### config.mk
export PLATFORM = sky130hd
export DESIGN_NAME = plic_core
export DESIGN_NICKNAME = d
export VERILOG_FILES = /design/src/rtl/plic_pkg.sv /design/src/rtl/plic_gateway.sv /design/src/rtl/plic_core.sv
export SDC_FILE = /design/constraint.sdc
export NUM_CORES = 1
export LEC_CHECK = 0
export ABC_AREA = 0
export CORE_UTILIZATION = 30
export CTS_BUF_LIST = sky130_fd_sc_hd__clkbuf_4 sky130_fd_sc_hd__clkbuf_8 sky130_fd_sc_hd__clkbuf_16
export DETAILED_ROUTE_END_ITERATION = 7
export GPL_TIMING_DRIVEN = 0
export PLACE_DENSITY = 0.52
export SYNTH_ARGS = -nofsm -noshare
export SYNTH_HDL_FRONTEND = slang
export SYNTH_SLANG_ARGS = --single-unit
export TNS_END_PERCENT = 100
### constraint.sdc
create_clock -name clk -period 22 [get_ports clk]
set_input_delay 4.4 -clock clk [delete_from_list [all_inputs] [get_ports clk]]
set_output_delay 4.4 -clock clk [all_outputs]
set_load 0.1 [all_outputs]
### src/rtl/plic_pkg.sv
// Shared PLIC register offsets and ID type.
package plic_pkg;
  localparam int unsigned ADDR_W = 22;
  localparam int unsigned ID_W   = 5;

  localparam logic [ADDR_W-1:0] PRIO_BASE = 22'h000000;
  localparam logic [ADDR_W-1:0] PEND_OFF  = 22'h001000;
  localparam logic [ADDR_W-1:0] EN_OFF    = 22'h002000;
  localparam logic [ADDR_W-1:0] THR_OFF   = 22'h200000;
  localparam logic [ADDR_W-1:0] CLAIM_OFF = 22'h200004;

  typedef logic [ID_W-1:0] id_t;
endpackage

### src/rtl/plic_gateway.sv
// Per-source gateway: optional 2-flop synchroniser, level/edge trigger, pending/in_flight state.
module plic_gateway #(
  parameter bit SYNC_EN = 1'b1,
  parameter bit EDGE    = 1'b0
) (
  input  logic clk,
  input  logic rst_n,
  input  logic src,
  input  logic claim,
  input  logic complete,
  output logic pending,
  output logic in_flight
);
  logic src_s;
  logic src_d;
  logic trig_c;

  generate
    if (SYNC_EN) begin : g_sync
      logic [1:0] sync_q;
      always_ff @(posedge clk or negedge rst_n) begin
        if (!rst_n) sync_q <= '0;
        else        sync_q <= {sync_q[0], src};
      end
      assign src_s = sync_q[1];
    end else begin : g_nosync
      assign src_s = src;
    end
  endgenerate

  always_ff @(posedge clk or negedge rst_n) begin
    if (!rst_n) src_d <= 1'b0;
    else        src_d <= src_s;
  end

  assign trig_c = EDGE ? (src_s & ~src_d) : src_s;

  // A claim beats a simultaneous trigger; triggers are ignored while pending or in flight.
  always_ff @(posedge clk or negedge rst_n) begin
    if (!rst_n) begin
      pending   <= 1'b0;
      in_flight <= 1'b0;
    end else begin
      if (claim)                                pending <= 1'b0;
      else if (trig_c && !pending && !in_flight) pending <= 1'b1;
      if (claim)         in_flight <= 1'b1;
      else if (complete) in_flight <= 1'b0;
    end
  end
endmodule

### src/rtl/plic_core.sv
// Platform-level interrupt controller: gateways, priority arbiter, claim/complete register file.
module plic_core
  import plic_pkg::*;
#(
  parameter int unsigned          NUM_SRC   = 8,
  parameter int unsigned          PRIO_W    = 3,
  parameter logic [NUM_SRC-1:0]   EDGE_MASK = '0,
  parameter bit                   SYNC_EN   = 1'b1
) (
  input  logic               clk,
  input  logic               rst_n,
  input  logic [NUM_SRC-1:0] src,
  input  logic               req,
  input  logic               we,
  input  logic [21:0]        addr,
  input  logic [31:0]        wdata,
  output logic [31:0]        rdata,
  output logic               ack,
  output logic               irq_ext
);
  localparam int unsigned IDX_W = 10;

  logic [NUM_SRC:1]  pending;
  logic [NUM_SRC:1]  in_flight;
  logic [NUM_SRC:1]  claim_vec;
  logic [NUM_SRC:1]  complete_vec;
  logic [NUM_SRC:1]  en_q;
  logic [PRIO_W-1:0] prio_q [1:NUM_SRC];
  logic [PRIO_W-1:0] thr_q;
  id_t               best_id_q;
  id_t               best_id_c;
  logic [PRIO_W-1:0] best_prio_c;
  logic [IDX_W-1:0]  prio_idx_c;
  logic              prio_sel_c;
  logic              claim_c;
  logic              compl_c;
  logic [31:0]       rdata_c;
  logic              unused_bits;

  assign unused_bits = ^{wdata, in_flight};

  assign prio_idx_c = addr[11:2];
  assign prio_sel_c = (addr[21:12] == PRIO_BASE[21:12]) && (addr[1:0] == 2'b00);
  assign claim_c    = req && !we && (addr == CLAIM_OFF) && (best_id_q != '0);
  assign compl_c    = req &&  we && (addr == CLAIM_OFF);

  // Decode claim/complete per source; out-of-range or disabled IDs match nothing.
  always_comb begin
    claim_vec    = '0;
    complete_vec = '0;
    for (int i = 1; i <= NUM_SRC; i++) begin
      claim_vec[i]    = claim_c && (best_id_q == ID_W'(i));
      complete_vec[i] = compl_c && (wdata[ID_W-1:0] == ID_W'(i)) && en_q[i];
    end
  end

  generate
    for (genvar g = 1; g <= NUM_SRC; g++) begin : g_gw
      plic_gateway #(
        .SYNC_EN (SYNC_EN),
        .EDGE    (EDGE_MASK[g-1])
      ) u_gw (
        .clk       (clk),
        .rst_n     (rst_n),
        .src       (src[g-1]),
        .claim     (claim_vec[g]),
        .complete  (complete_vec[g]),
        .pending   (pending[g]),
        .in_flight (in_flight[g])
      );
    end
  endgenerate

  // Highest priority wins; ascending scan with strict compare keeps the lowest ID on ties.
  always_comb begin
    best_id_c   = '0;
    best_prio_c = '0;
    for (int i = 1; i <= NUM_SRC; i++) begin
      if (pending[i] && en_q[i] && (prio_q[i] > thr_q) && (prio_q[i] > best_prio_c)) begin
        best_prio_c = prio_q[i];
        best_id_c   = ID_W'(i);
      end
    end
  end

  always_ff @(posedge clk or negedge rst_n) begin
    if (!rst_n) begin
      best_id_q <= '0;
      irq_ext   <= 1'b0;
    end else begin
      best_id_q <= best_id_c;
      irq_ext   <= (best_id_c != '0);
    end
  end

  always_comb begin
    rdata_c = '0;
    if (prio_sel_c) begin
      for (int i = 1; i <= NUM_SRC; i++)
        if (prio_idx_c == IDX_W'(i)) rdata_c = 32'(prio_q[i]);
    end else if (addr == PEND_OFF) begin
      rdata_c = 32'({pending, 1'b0});
    end else if (addr == EN_OFF) begin
      rdata_c = 32'({en_q, 1'b0});
    end else if (addr == THR_OFF) begin
      rdata_c = 32'(thr_q);
    end else if (addr == CLAIM_OFF) begin
      rdata_c = 32'(best_id_q);
    end
  end

  always_ff @(posedge clk or negedge rst_n) begin
    if (!rst_n) begin
      ack   <= 1'b0;
      rdata <= '0;
    end else begin
      ack   <= req;
      rdata <= (req && !we) ? rdata_c : '0;
    end
  end

  // Configuration registers.
  always_ff @(posedge clk or negedge rst_n) begin
    if (!rst_n) begin
      en_q  <= '0;
      thr_q <= '0;
      for (int i = 1; i <= NUM_SRC; i++) prio_q[i] <= '0;
    end else if (req && we) begin
      if (prio_sel_c) begin
        for (int i = 1; i <= NUM_SRC; i++)
          if (prio_idx_c == IDX_W'(i)) prio_q[i] <= wdata[PRIO_W-1:0];
      end
      if (addr == EN_OFF)  en_q  <= wdata[NUM_SRC:1];
      if (addr == THR_OFF) thr_q <= wdata[PRIO_W-1:0];
    end
  end
endmodule

==> impl_metrics.json, run 1 <==
{
  "status": "finished, final reports clean",
  "final-setup-viol-count": 0,
  "drtIter0Drc": 333,
  "synth.area.top_cells": "dfrtp_1, ha_1, mux2_2",
  "fin_crit_sh": 0.573,
  "cts_buffer_depth": 2,
  "die_w_um": 132,
  "io_buffers": 52,
  "clk_pin_slew_ns": 0.07,
  "max-vdd-ir-drop_mv": 0.0374,
  "drtPass1Iterations": 5,
  "relSlewSlack": 0.328,
  "slowest_delay_ns": 0.65,
  "worstPathArrival_ns": 12.88,
  "fin_setup_tns_ns": 0,
  "finClkSkew_ns": 0.00824,
  "synthesis.area_mm2": 0.00508,
  "final.min_clock_period_ns": 12.61,
  "grt_max_degree": 70,
  "cp-end-kind": "flop",
  "crit_path_start_kind": "flop",
  "whs_ns": 0.354,
  "coreArea_mm2": 0.0165,
  "rows": 47,
  "area_growth_pct": 23.5,
  "grt_pass1_wl_um": 23000,
  "drc_errors": 0,
  "yosysWarnings": 0,
  "grt_usage": 0.172,
  "fillers": 1622,
  "syn_inst": 531,
  "worstMarginPinSlew_ns": 1.00,
  "routedWlPerCell_um": 17.2,
  "ys_seq_elements": 82,
  "die_area_mm2": 0.0174,
  "reg2reg_slack_ns": 9.39,
  "overflow": 0,
  "htreeDepth": 3,
  "die_h_um": 132,
  "synth-edff-count": 0,
  "root_buffer": "clkbuf_16",
  "ioPinCount": 100,
  "nNetsFinal": 724,
  "rsz0062_at_grt": "no",
  "clock-sinks": 82,
  "hold_path_depth": 0,
  "diodes": 0,
  "ys_seq_area_frac": 0.404,
  "synth_cell_types": 61,
  "syn_avg_cell_area_um2": 9.56,
  "min_to": "g_gw[7].u_gw.g_sync.sync_q[1]",
  "first_global_vias": 4210,
  "synthArstFlopShare": 1.00,
  "drt-total-wl_um": 14500,
  "leakagePower_uw": 0.00284,
  "finalHoldViolCount": 0,
  "dpl.cell_count": 826,
  "place_congestion": 0.867,
  "postCtsResizedCells": 0,
  "cts_buffers": 9,
  "slowest_stage": "nor3_1",
  "worstPathRequired_ns": 22.27,
  "cts_tree": "done",
  "slew_viol_final": 0,
  "min-delay-path-class": "flop to flop",
  "hpwl_um": 11000,
  "start_util": 0.307,
  "post-route-util": 0.379,
  "num_vias": 4283,
  "cts_setup_buffers": 0,
  "drive_above_1_share": 0.141,
  "antenna_found_initial": 0,
  "powerDensity_mw_per_mm2": 53.8,
  "final_cells": 842,
  "crit_path_frequent_cell": "ha_1",
  "vias_per_cell": 5.09,
  "cp_max_fo": 10,
  "synth_ff_type": "dfrtp_1",
  "antenna_left": 0,
  "rr_endpoint": "irq_ext",
  "maxCapViolations": 0,
  "hp-start": "g_gw[7].u_gw.g_sync.sync_q[0]",
  "clock_latency_ns": 0.34,
  "path_class": "flop to flop",
  "cts_hold_buf": 0,
  "reg2regPathDepth": 51,
  "crit-reg2reg-launch": "thr_q[2]",
  "fmax_ghz": 0.0793,
  "yosysTopAreaCellShare": 0.404,
  "synth_top_cell_by_area": "dfrtp_1"
}
## cells in the mapped netlist (2+ instances only)
master      n
nand4b_1    3
a22oi_1    15
ha_1       41
and4_1      3
nor2b_1    11
clkbuf_1    7
a21o_1      3
a21boi_0    2
a21oi_1    30
inv_1      31
and4b_1     2
nand4_1     8
nand3b_1    8
mux2_4      2
a41oi_1     2
mux2_2     30
buf_6       2
o21ai_0    29
nor4_1      4
a22o_1      2
and3_1      9
nor3_1      9
nand3_1    25
and3b_1     2
o211ai_1    3
a211oi_1    3
a31oi_1     5
o22ai_1     4
or4_1       2
dfrtp_1    82
nor2_1     29
a31o_2      2
or2_2       2
o21a_1      8
nand2_1    56
o2bb2ai_1   2
nor3b_1     2
o31ai_1     2
or3_1       2
and2_1      4
buf_4      23
## routing by layer
metal,GRT usage,wire [um],vias up
met1,0.235,6760,2081
met4,0.0523,272,0
li1,-,-,2059
met2,0.282,6820,124
met5,0,0,-
met3,0.0258,620,19
## stage by stage
step	power, uW	setup WS [ns]	area, um^2
2_1_floorplan	179	11.40	5160
3_3_place_gp	193	9.57	5950
3_5_place_dp	194	9.48	5980
4_1_cts	341	9.42	6270
5_1_grt	350	8.44	6270
6_report	337	9.39	6270
## registers in the layout, summed over array words and instances, names as in the netlist
name	count
ack	1
rdata	9
en_q	8
g_gw.u_gw.in_flight	8
prio_q	24
thr_q	3
best_id_q	4
g_gw.u_gw.g_sync.sync_q	16
g_gw.u_gw.pending	8
irq_ext	1
## layout make-up
cell class	count	area (um^2)	share of cell area
flip-flops and latches	82	2050	0.327
multi-input cells	406	2760	0.440
plain buffers	34	230	0.0367
inverters	31	116	0.0186
well taps	220	275	0.0439
clock inverters	6	50.0	0.00798
clock buffers	10	239	0.0381
repair buffers	53	546	0.0870
## worst max-delay path: cells and delay by family, from the launching register on
| family | cells | cell delay (ns) |
|---|---|---|
| buffers and inverters | 5 | 1.02 |
| adders and majority gates | 8 | 2.37 |
| DFF | 1 | 0.36 |
| and+or+nand+nor | 21 | 4.23 |
| AOI/OAI and AO/OA | 13 | 3.14 |
| muxes | 4 | 1.38 |
## power by group
group	switching, uW	internal (uW)
Combinational	27.0	11.1
Sequential	0.445	152
Clock	65.5	81.0
Total	92.9	244
## worst max path at each step
stage | from | end | slack, ns
floorplan | thr_q[2] | best_id_q[0] | 11.40
global placement | thr_q[2] | irq_ext | 9.57
detailed placement | thr_q[2] | irq_ext | 9.48
CTS | thr_q[2] | irq_ext | 9.42
global route | thr_q[2] | irq_ext | 8.44
finish | thr_q[2] | irq_ext | 9.39
## cells by family (layout without fill, tap and decap cells)
kind of cell | Yosys count | count (layout) | synth area share
other | 1 | 23 | 0.000739
AO/OA/AOI/OAI | 122 | 122 | 0.161
AND/OR/NAND/NOR | 187 | 187 | 0.190
adder cells (fa/ha/maj) | 41 | 41 | 0.101
multiplexers | 33 | 33 | 0.0744
flip-flops | 82 | 82 | 0.404
buffers and inverters | 65 | 134 | 0.0683
## layout by cell type (no fill, tap or decap), types with 7 or more instances in the layout
cell type         n
and3_1            9
o21a_1            8
conb_1           23
buf_4            24
nand4_1           8
nor2b_1          11
dfrtp_1          82
inv_1            31
o21ai_0          29
nor2_1           29
clkbuf_16         9
nor3_1            9
nand2_1          56
nand3_1          25
nand3b_1          8
ha_1             41
a22oi_1          15
mux2_2           30
a21oi_1          30
clkdlybuf4s50_1  51
clkbuf_1          7
Note: power is estimated with default switching activity, not from simulation.
==> run 2: changes to the inputs <==
Clock period 22 ns to 12.3 ns, I/O delays scaled along.
==> run 2 against run 1 <==
Non-clock buffer count is 5 higher. Hold slack did not move. Maximum frequency increased by 8.7%. Sequential share of layout area shrank 0.50 points. Register-to-register slack got worse by 8.7 ns. Sequential cell count did not move. Sequential power rose by 78%. Critical path type unchanged. Critical endpoint is now best_id_q[0].
==> impl_metrics.json, run 2 (synthesis results as in run 1) <==
{
  "coreArea_mm2": 0.0165,
  "final_cells": 847,
  "reg.largest.list": "prio_q: 24 flops, g_gw.u_gw.g_sync.sync_q: 16 flops, rdata: 9 flops",
  "cts_buffer_depth": 2,
  "finalHoldViolCount": 0,
  "antenna_found_initial": 0,
  "first_global_vias": 4225,
  "io_buffers": 52,
  "post_dp_cell_area_mm2": 0.00598,
  "rows": 47,
  "ioPinCount": 100,
  "final.min_clock_period_ns": 11.60,
  "fmax_ghz": 0.0862,
  "area_growth_pct": 25.5,
  "crit_path_frequent_cell": "ha_1",
  "place_congestion": 0.867,
  "largest_reg_flops": 24,
  "cts_buffers": 9,
  "nNetsFinal": 729,
  "leakagePower_uw": 0.00285,
  "die_h_um": 132,
  "powerDensity_mw_per_mm2": 94.8,
  "worstPathArrival_ns": 11.82,
  "grt_pass1_wl_um": 23000,
  "die_w_um": 132,
  "overflow": 0,
  "vias_per_cell": 5.07,
  "cts_tree": "done",
  "drtIter0Drc": 300,
  "start_util": 0.307,
  "routed-wl-met2_um": 6950,
  "crit_path_start_kind": "flop",
  "path_class": "flop to flop",
  "drive_above_1_share": 0.166,
  "top_layer_used": "met4",
  "cp_max_fo": 10,
  "antenna_left": 0,
  "slowest_stage": "mux2_2",
  "cp-end-kind": "flop",
  "routedWlPerCell_um": 17.3,
  "maxCapViolations": 0,
  "clk_pin_slew_ns": 0.07,
  "finClkSkew_ns": 0.00990,
  "die_area_mm2": 0.0174,
  "min-delay-path-class": "flop to flop",
  "grt_usage": 0.172,
  "clock_latency_ns": 0.34,
  "final_area_mm2": 0.00637,
  "clock-sinks": 82,
  "grt_max_degree": 70,
  "root_buffer": "clkbuf_16",
  "status": "finished, final reports clean",
  "max-vdd-ir-drop_mv": 0.0680,
  "fin_crit_sh": 0.943,
  "final-setup-viol-count": 0,
  "final_cell_mix": "dfrtp_1, nand2_1, clkdlybuf4s50_1",
  "diodes": 0,
  "relSlewSlack": 0.331,
  "worstMarginPinSlew_ns": 1.00,
  "slowest_delay_ns": 0.38,
  "hpwl_um": 11000,
  "worstPathRequired_ns": 12.52,
  "num_vias": 4296,
  "wl_met1_um": 6810,
  "drc_errors": 0,
  "met3_length_um": 601,
  "slew_viol_final": 0,
  "drtPass1Iterations": 5,
  "htreeDepth": 3,
  "whs_ns": 0.354,
  "largest_register": "prio_q",
  "dpl.cell_count": 826,
  "drt-total-wl_um": 14700,
  "final_common_cell": "dfrtp_1",
  "reg2reg_slack_ns": 0.70
}
run 2: cell count changes in the layout (fill, tap and decap cells not counted), sizes merged:
| cell | before | now |
|---|---|---|
| buf | 29 | 34 |
| clkinvlp | 1 | 3 |
| inv | 33 | 31 |
run 2: layer usage:
layer,vias up,track usage
li1,2067,-
met1,2086,0.235
met2,121,0.282
met3,22,0.0258
met4,0,0.0523
met5,-,0
run 2: area by class of cell:
| type | count | area, um^2 |
|---|---|---|
| Inverter | 31 | 124 |
| Buffer | 34 | 230 |
| Timing Repair Buffer | 58 | 583 |
| Fill cell | 1616 | 10200 |
| Sequential cell | 82 | 2050 |
| Multi-Input combinational cell | 406 | 2820 |
| Clock buffer | 10 | 239 |
| Tap cell | 220 | 275 |
| Clock inverter | 6 | 50.0 |
run 2: final timing paths:
kind,depth (start not counted),end,from
hold / removal,0,g_gw[7].u_gw.g_sync.sync_q[1],g_gw[7].u_gw.g_sync.sync_q[0]
setup / recovery,51,best_id_q[0],thr_q[2]
hold reg to reg,0,g_gw[7].u_gw.g_sync.sync_q[1],g_gw[7].u_gw.g_sync.sync_q[0]
setup reg to reg,51,best_id_q[0],thr_q[2]
max in group asynchronous,2,thr_q[0],rst_n
min in group asynchronous,1,g_gw[4].u_gw.g_sync.sync_q[0],rst_n
run 2: power by group:
group / total, uW / internal, uW / switching, uW
clock network: 262 / 145 / 118
registers: 273 / 272 / 0.799
logic: 68.1 / 19.8 / 48.3
total: 604 / 437 / 167
run 2: through the flow:
step | util | total power (uW) | setup WS, ns | TNS, ns
final | 0.385 | 604 | 0.696 | 0
after global routing | 0.385 | 625 | -0.00172 | -0.00172
after CTS | 0.380 | 610 | 0.200 | 0
after detailed placement | 0.362 | 346 | -0.218 | -0.533
after global placement | 0.360 | 345 | -0.127 | -0.236
after floorplan | - | 321 | 1.70 | 0
run 2: worst max-delay path: cells and delay by family (launching register included):
family                     cells  cell delay, ns
and+or+nand+nor               20            3.81
AOI/OAI and AO/OA             14            2.75
adders and majority gates      8            2.32
muxes                          4            1.40
buffers and inverters          5            0.79
DFF                            1            0.37
run 2: timing repair:
action / in CTS / in global routing
resized for setup: 2 / 11
hold buffers: 0 / 0
setup buffers: 0 / 5
endpoints found under the setup margin: 5 / 5
==> run 3: changes to the inputs <==
Settings changed: CORE_UTILIZATION 30 to 53, PLACE_DENSITY 0.52 to 0.83.
Clock period 12.3 ns to 11.21 ns, I/O delays scaled along.
==> run 3 against run 2 <==
Clock skew grew 0.00094 ns. Register-to-register slack lost 0.44 ns. Final cell count shrank 9.2%. Combinational power grew 10%. Critical path depth shrank 1. Global-route usage grew 12 points. Largest cell class unchanged. Largest power group unchanged.
==> impl_metrics.json, run 3 (synthesis results as in run 1) <==
{
  "p_int_uw": 407,
  "final-setup-viol-count": 0,
  "cts_buffers": 9,
  "slowest_delay_ns": 0.49,
  "clock-sinks": 82,
  "io_buffers": 52,
  "num_vias": 4631,
  "final.min_clock_period_ns": 10.95,
  "vias_per_cell": 6.02,
  "drive_above_1_share": 0.216,
  "finalHoldViolCount": 0,
  "clock_latency_ns": 0.37,
  "rows": 35,
  "cp-end-kind": "flop",
  "cts_tree": "done",
  "root_buffer": "clkbuf_8",
  "multi_input_area_mm2": 0.00295,
  "start_util": 0.549,
  "worstMarginPinSlew_ns": 0.977,
  "final_cell_mix": "dfrtp_1, nand2_1, clkdlybuf4s50_1",
  "status": "finished, final reports clean",
  "ioPinCount": 100,
  "diodes": 0,
  "first_global_vias": 4376,
  "antenna_found_initial": 0,
  "p_seq_frac": 0.512,
  "leakagePower_uw": 0.00291,
  "nNetsFinal": 742,
  "largest_register": "prio_q",
  "largest_reg_flops": 24,
  "fillers": 696,
  "post-route-util": 0.692,
  "drtIter0Drc": 426,
  "worstPathRequired_ns": 11.44,
  "drtPass1Iterations": 5,
  "drt-total-wl_um": 14400,
  "pre_cts_slack_ns": -1.05,
  "combPwrFrac": 0.128,
  "slew_viol_final": 0,
  "cp_max_fo": 10,
  "finClkSkew_ns": 0.0108,
  "grt_pass1_wl_um": 22000,
  "antenna_left": 0,
  "path_class": "flop to flop",
  "cts_buffer_depth": 2,
  "crit_path_frequent_cell": "ha_1",
  "drc_errors": 0,
  "clk_pin_slew_ns": 0.09,
  "die_area_mm2": 0.00997,
  "grt_usage": 0.291,
  "fmax_ghz": 0.0913,
  "coreArea_mm2": 0.00924,
  "overflow": 0,
  "crit_path_start_kind": "flop",
  "reg.largest.list": "prio_q: 24 flops, g_gw.u_gw.g_sync.sync_q: 16 flops, rdata: 9 flops",
  "power.switching_uw": 178,
  "min-delay-path-class": "flop to flop",
  "final_cells": 769,
  "area_growth_pct": 26.0,
  "maxCapViolations": 0,
  "final_common_cell": "dfrtp_1",
  "finalWorstSetupSlack_ns": 0.260,
  "die_h_um": 99.9,
  "routedWlPerCell_um": 18.8,
  "powerDensity_mw_per_mm2": 91.5,
  "hpwl_um": 10200,
  "grt_max_degree": 72,
  "fin_crit_sh": 0.977,
  "switching_share": 0.305,
  "max-vdd-ir-drop_mv": 0.0732,
  "die_w_um": 99.9,
  "htreeDepth": 3,
  "relSlewSlack": 0.347,
  "fin_setup_tns_ns": 0,
  "place_congestion": 0.942,
  "clockPowerShare": 0.360,
  "worstPathArrival_ns": 11.18,
  "slowest_stage": "dfrtp_2",
  "dpl.cell_count": 735,
  "seq_area_mm2": 0.00206
}
## run 3: cell types whose count changed in the layout (fill, tap and decap cells not counted), sizes merged
cell	delta
clkbuf	-1
clkinv	-1
inv	+2
buf	+13
## run 3: worst paths after layout
path | depth (start not counted) | from | to | slack (ns)
max in group asynchronous | 2 | rst_n | prio_q[23] | 8.92
min | 0 | g_gw[8].u_gw.g_sync.sync_q[0] | g_gw[8].u_gw.g_sync.sync_q[1] | 0.36
max | 50 | prio_q[23] | irq_ext | 0.26
min reg2reg | 0 | g_gw[8].u_gw.g_sync.sync_q[0] | g_gw[8].u_gw.g_sync.sync_q[1] | 0.36
min in group asynchronous | 1 | rst_n | g_gw[7].u_gw.g_sync.sync_q[0] | 1.69
max reg2reg | 50 | prio_q[23] | irq_ext | 0.26
## run 3: routing by layer
| layer | wire length (um) | share of wire | up-vias | global-route usage |
|---|---|---|---|---|
| met4 | 507 | 0.035 | 0 | 0.144 |
| met1 | 5650 | 0.39 | 2205 | 0.380 |
| met5 | 0 | 0 | - | 0 |
| met3 | 1410 | 0.097 | 50 | 0.0543 |
| li1 | - | - | 2093 | - |
| met2 | 6890 | 0.48 | 283 | 0.465 |
## run 3: worst max-delay path, delay by kind of cell, from the launching register on
kind	cells	cell delay, ns
and+or+nand+nor	18	3.16
muxes	4	1.31
buffers and inverters	3	0.48
DFF	1	0.49
AOI/OAI and AO/OA	17	3.27
adders and majority gates	8	2.09
## run 3: power groups by stage
stage,clock network [uW],registers [uW],logic [uW]
2_1_floorplan,0,306,45.6
3_3_place_gp,0,305,72.6
3_5_place_dp,0,305,74.5
4_1_cts,212,299,74.5
5_1_grt,224,300,78.5
6_report,210,299,75.1
## run 3: final cells by class
type | count | area share
Buffer | 34 | 0.0364
Clock buffer | 9 | 0.0194
Clock inverter | 7 | 0.0106
Inverter | 31 | 0.0194
Multi-Input combinational cell | 406 | 0.461
Sequential cell | 82 | 0.321
Tap cell | 129 | 0.0252
Timing Repair Buffer | 71 | 0.106
## run 3: stage by stage
stage | instance area, um^2 | hold WS, ns | power, uW
finish | 6400 | 0.357 | 585
global route | 6400 | 0.376 | 602
CTS | 6140 | 0.359 | 586
detailed placement | 5870 | 0.338 | 380
global placement | 5840 | 0.331 | 378
floorplan | 5160 | 0.331 | 352
## run 3: repair_timing
action	4_1_cts	5_1_grt
endpoints found under the setup margin	5	5
gates resized for setup	12	32
hold buffers	0	0
pin swaps	2	17
buffers inserted	3	15
